`src/rtl/adc_result_serializer.sv`:
```
// Captures SAR conversion results on the rising edge of the selected finished strobe,
// buffers them in a small FIFO and sends each one as a 16-bit framed word, MSB first.
module adc_result_serializer #(
  parameter int DEPTH     = 4,
  parameter int FRAME_GAP = 1
) (
  input  logic                     clk_dig_in,
  input  logic                     rst_n,
  input  logic [9:0]               result_in,
  input  logic                     conv_finished_in,
  input  logic                     conv_finished_osr_in,
  input  logic                     osr_mode_in,
  input  logic                     tx_enable_in,
  output logic                     tx_frame_out,
  output logic                     tx_data_out,
  output logic [$clog2(DEPTH):0]   fifo_level_out,
  output logic                     overflow_out
);

  localparam int AW = (DEPTH > 1) ? $clog2(DEPTH) : 1;
  localparam int LW = $clog2(DEPTH) + 1;

  typedef enum logic [1:0] {IDLE = 2'd0, SHIFT = 2'd1, GAP = 2'd2} state_t;

  logic          cf_q, cfo_q;
  logic [3:0]    seq_q;
  logic [14:0]   mem_q [DEPTH];
  logic [AW-1:0] wr_ptr_q, rd_ptr_q;
  logic [LW-1:0] level_q, level_d;
  logic          ovf_q, ovf_d;
  state_t        state_q;
  logic [15:0]   sr_q;
  logic [3:0]    bit_cnt_q;
  logic [2:0]    gap_cnt_q;
  logic          frame_q, data_q;

  logic          event_s, full_s, pop_s, push_s, drop_s;
  logic [14:0]   word_s, head_s;

  // Event detection, FIFO bookkeeping and sticky overflow next-state
  always_comb begin
    event_s = osr_mode_in ? (conv_finished_osr_in & ~cfo_q) : (conv_finished_in & ~cf_q);
    full_s  = (level_q == LW'(DEPTH));
    pop_s   = (state_q == IDLE) && tx_enable_in && (level_q != '0);
    // A pop in the same cycle frees the slot, so a full FIFO still accepts the push
    push_s  = event_s && (!full_s || pop_s);
    drop_s  = event_s && full_s && !pop_s;
    word_s  = {osr_mode_in, seq_q, result_in};
    head_s  = mem_q[rd_ptr_q];
    case ({push_s, pop_s})
      2'b10:   level_d = level_q + LW'(1);
      2'b01:   level_d = level_q - LW'(1);
      default: level_d = level_q;
    endcase
    if (drop_s) begin
      ovf_d = 1'b1;
    end else if (pop_s) begin
      ovf_d = 1'b0;
    end else begin
      ovf_d = ovf_q;
    end
  end

  // Edge registers, sequence counter and FIFO storage
  always_ff @(posedge clk_dig_in or negedge rst_n) begin
    if (!rst_n) begin
      cf_q     <= 1'b0;
      cfo_q    <= 1'b0;
      seq_q    <= 4'd0;
      wr_ptr_q <= '0;
      rd_ptr_q <= '0;
      level_q  <= '0;
      ovf_q    <= 1'b0;
      for (int i = 0; i < DEPTH; i++) mem_q[i] <= 15'd0;
    end else begin
      cf_q    <= conv_finished_in;
      cfo_q   <= conv_finished_osr_in;
      level_q <= level_d;
      ovf_q   <= ovf_d;
      if (event_s) seq_q <= seq_q + 4'd1;
      if (push_s) begin
        mem_q[wr_ptr_q] <= word_s;
        wr_ptr_q        <= wr_ptr_q + AW'(1);
      end
      if (pop_s) rd_ptr_q <= rd_ptr_q + AW'(1);
    end
  end

  // Transmit FSM; frame and data are registered alongside the state
  always_ff @(posedge clk_dig_in or negedge rst_n) begin
    if (!rst_n) begin
      state_q   <= IDLE;
      sr_q      <= 16'd0;
      bit_cnt_q <= 4'd0;
      gap_cnt_q <= 3'd0;
      frame_q   <= 1'b0;
      data_q    <= 1'b0;
    end else begin
      case (state_q)
        IDLE: begin
          frame_q <= 1'b0;
          data_q  <= 1'b0;
          if (pop_s) begin
            sr_q      <= {ovf_q, head_s};
            data_q    <= ovf_q;
            frame_q   <= 1'b1;
            bit_cnt_q <= 4'd0;
            state_q   <= SHIFT;
          end
        end
        SHIFT: begin
          if (bit_cnt_q == 4'd15) begin
            frame_q   <= 1'b0;
            data_q    <= 1'b0;
            gap_cnt_q <= 3'd0;
            state_q   <= GAP;
          end else begin
            bit_cnt_q <= bit_cnt_q + 4'd1;
            data_q    <= sr_q[14];
            sr_q      <= {sr_q[14:0], 1'b0};
          end
        end
        GAP: begin
          frame_q <= 1'b0;
          data_q  <= 1'b0;
          if (gap_cnt_q == 3'(FRAME_GAP - 1)) begin
            state_q <= IDLE;
          end else begin
            gap_cnt_q <= gap_cnt_q + 3'd1;
          end
        end
        default: begin
          frame_q <= 1'b0;
          data_q  <= 1'b0;
          state_q <= IDLE;
        end
      endcase
    end
  end

  assign tx_frame_out   = frame_q;
  assign tx_data_out    = data_q;
  assign fifo_level_out = level_q;
  assign overflow_out   = ovf_q;

endmodule

```
`config.mk`:
```
export PLATFORM = sky130hd
export DESIGN_NAME = adc_result_serializer
export DESIGN_NICKNAME = d
export VERILOG_FILES = /design/src/rtl/adc_result_serializer.sv
export SDC_FILE = /design/constraint.sdc
export NUM_CORES = 1
export LEC_CHECK = 0
export CAP_MARGIN = 0
export CORE_MARGIN = 2
export CORE_UTILIZATION = 50
export DETAILED_ROUTE_END_ITERATION = 16
export GPL_TIMING_DRIVEN = 0
export PLACE_DENSITY = 0.78
export SKIP_LAST_GASP = 1
export SYNTH_ARGS = -nofsm -noshare
export SYNTH_HDL_FRONTEND = slang
export SYNTH_SLANG_ARGS = --single-unit
```
`constraint.sdc`:
```
create_clock -name clk_dig_in -period 5.4 [get_ports clk_dig_in]
set_input_delay 1.35 -clock clk_dig_in [delete_from_list [all_inputs] [get_ports clk_dig_in]]
set_output_delay 1.35 -clock clk_dig_in [all_outputs]
set_load 0.005 [all_outputs]
```
==> flow_summary.yaml, run 1 <==
logic_synthesis:
  ys_types: 39
  synthAdderAreaFrac_pct: 2.58
  synth_top_family_by_area: "multiplexers"
  synth_warnings: 0
  netlist_top_cells_area: "dfrtp_1, mux2_4, mux4_2"
  yosysSeqAreaShare_pct: 53.8
  async_reset_ff_share_pct: 100
  ys.flop_type: "dfrtp_1"
  synth_edf_count: 0
  syn_avg_cell_area_um2: 14.8
  syn_inst: 315
  synth-simple-area-share_pct: 6.24
  yosysTopAreaCell: "dfrtp_1"
  synth_mux_area_share_pct: 25.7
  synth_xor_area_share_pct: 1.88
  synth_most_common_cell: "dfrtp_1"
  synth-compound-area-share_pct: 6.97
  netlist_area_um2: 4650
  ys_ff_latch: 100
  yosys.area.top_type_share_pct: 53.8
  syn_nets: 340
  synth_common_cells: "dfrtp_1, mux2_4, mux2_2, nand2_1, a21oi_1"
placed_design:
  gp_congestion: 0.756
  portBuffers: 21
  placed_cells: 448
  dp_hpwl_um: 5820
  place_ws_ns: 1.84
critical_path:
  worst_ep_required_time_ns: 5.64
  arrival_ns: 3.41
  rr_startpoint: "state_q[1]"
  critical_path_class: "input pin to flop"
  cp-end-kind: "flop"
  cp-start-kind: "input pin"
  critPathLaunch: "osr_mode_in"
  critPathMaxFanout: 10
cts:
  cts_buffer_depth: 2
  cts_buffers: 9
  cts_tree: "yes"
  cts.reportedPaths.clkPinSlew_ns: 0.09
  cts-resized-gates: 0
  cts-root-buf: "clkbuf_8"
  cts_hold_buffers: 0
  numClockSinks: 100
  insertion_delay_ns: 0.36
  post-cts-setup-buffers: 0
  htree_levels: 3
grt:
  grt_first_pass_wirelength_um: 14400
  grt_pass1_vias: 2805
  antenna_found_initial: 0
  grt_usage_pct: 18.5
  grt_start_max_net_pins: 54
  grt_overflow_total: 0
die:
  die_h_um: 100
  die_area_um2: 10100
  core_area_um2: 9110
  initial_utilization_pct: 51.0
  rows: 35
  dieWidth_um: 100
  num_io_pins: 22
sta:
  setup_viol: 0
  layout_setup_ws_ns: 2.23
  max_freq_mhz: 316
  maxSlewHeadroom_pct: 52.2
  fin_crit_ns: 3.17
  period_share_pct: 58.7
  hold_viol: 0
  tns_ns: 0
  final_max_slew_viol_count: 0
  skew_ns: 0.00971
  whs_ns: 0.504
  worst_pin_slew_ns: 0.718
  rsz0062_at_grt: "no"
status:
  status: "completed"
routing:
  vias: 2600
  first_pass_iters: 4
  vias_per_cell: 5.62
  drt_iter0_drc: 125
  drtAntennaViolNets: 0
  drt_wl_total_um: 8350
  drc: 0
  wl_per_cell_um: 18.0
hold_path:
  min_path_type: "flop to flop"
  hp-start: "tx_frame_out"
final_layout:
  n_antenna_cell: 0
  area_delta_synth_final_pct: 11.7
  finalNonFillerCells: 463
  drive_above_1_share_pct: 31.5
  nNetsFinal: 373
power:
  p_leak_uw: 0.00242
  power_density_nw_per_um2: 585
  ir_drop_v: 0.000196
  finalPower_uw: 3040
run:
  cap_violations: 0
==> state kept, by name, summed over array words and instances (netlist names) <==
name            flops
tx_frame_out        1
cfo_q               1
bit_cnt_q           4
sr_q               15
wr_ptr_q            2
state_q             2
overflow_out        1
fifo_level_out      3
cf_q                1
seq_q               4
gap_cnt_q           3
rd_ptr_q            2
tx_data_out         1
mem_q              60
==> cells by family (layout without fill, tap and decap cells) <==
| kind of cell | Yosys count | after routing |
|---|---|---|
| buffers and inverters | 25 | 62 |
| and+or+nand+nor | 50 | 50 |
| xor gates and xnor gates | 10 | 10 |
| DFF | 100 | 100 |
| AOI/OAI and AO/OA | 43 | 43 |
| adders and majority gates | 9 | 9 |
| muxes | 78 | 78 |
==> layout make-up <==
| cell class | instances | area [µm²] |
|---|---|---|
| fill | 722 | 3920 |
| sequential | 100 | 2500 |
| multi-input combinational | 190 | 2020 |
| timing repair buffer | 22 | 235 |
| clock buffer | 13 | 159 |
| tap | 111 | 139 |
| buffer | 16 | 95.1 |
| inverter | 9 | 33.8 |
| clock inverter | 2 | 10.0 |
==> metal layers <==
metal	GRT usage [%]	up-vias	wire, µm
met3	3.83	12	190
met4	5.58	0	122
li1	-	1207	-
met2	29.1	31	3970
met1	26.2	1350	4070
met5	0	-	0
==> where the power goes <==
group | internal [µW] | total (µW) | switching, µW | leakage, µW
logic | 763 | 1280 | 515 | 0.00111
registers | 1110 | 1330 | 228 | 0.00122
clock network | 189 | 426 | 237 | 0.0000893
total | 2060 | 3040 | 979 | 0.00242
==> critical path: stages <==
cell and delay (ns):
clkdlybuf4s50_1 0.53, or3b_4 0.45, a2bb2oi_4 0.39, nand2_4 0.17, buf_6 0.20, mux2_4 0.30
==> final timing paths <==
kind | depth (start not counted) | to | slack [ns]
setup / recovery | 6 | mem_q[37] | 2.23
hold reg to reg | 2 | tx_frame_out | 0.50
min in group asynchronous | 1 | fifo_level_out[0] | 1.03
hold / removal | 2 | tx_frame_out | 0.50
max in group asynchronous | 2 | mem_q[48] | 3.70
setup reg to reg | 5 | mem_q[37] | 3.34
==> layout by cell type, fill, tap and decap left out, types with 3 or more instances in the layout <==
cell and count:
dfrtp_1 100, mux2_4 40, mux2_2 22, nand2_1 22, clkdlybuf4s50_1 20, a21oi_1 17
a2bb2oi_1 15, mux4_2 15, clkbuf_8 11, clkbuf_1 10, inv_1 8, xnor2_1 8
ha_1 8, nand3_1 4, nand2_4 4, buf_6 4, buf_2 4, nand4_1 3
a22o_1 3, o21ai_0 3, nor2_1 3
==> metrics by stage <==
step                area [µm²]  utilization, %
global placement          5000            54.9
floorplan                 4650               -
global route              5190            57.0
detailed placement        5020            55.2
finish                    5190            57.0
CTS                       5190            57.0
No activity file was read; power rests on OpenSTA's default activity.
==> run 2: changes to the inputs <==
==> constraint.sdc (replaced) <==
create_clock -name clk_dig_in -period 3.17 [get_ports clk_dig_in]
set_input_delay 0.7925 -clock clk_dig_in [delete_from_list [all_inputs] [get_ports clk_dig_in]]
set_output_delay 0.7925 -clock clk_dig_in [all_outputs]
set_load 0.005 [all_outputs]
==> results of run 2 <==
The final DEF is identical to that of run 1. Status: completed.
Main changes from that run: setup slack after placement 1.84 ns -> 0.164 ns; setup slack after layout 2.23 ns -> 0.560 ns; hold slack 0.504 ns -> 0.469 ns; register-to-register setup slack 3.34 ns -> 1.11 ns; total power 3040 µW -> 5170 µW; worst IR drop on VDD 0.000196 V -> 0.000333 V
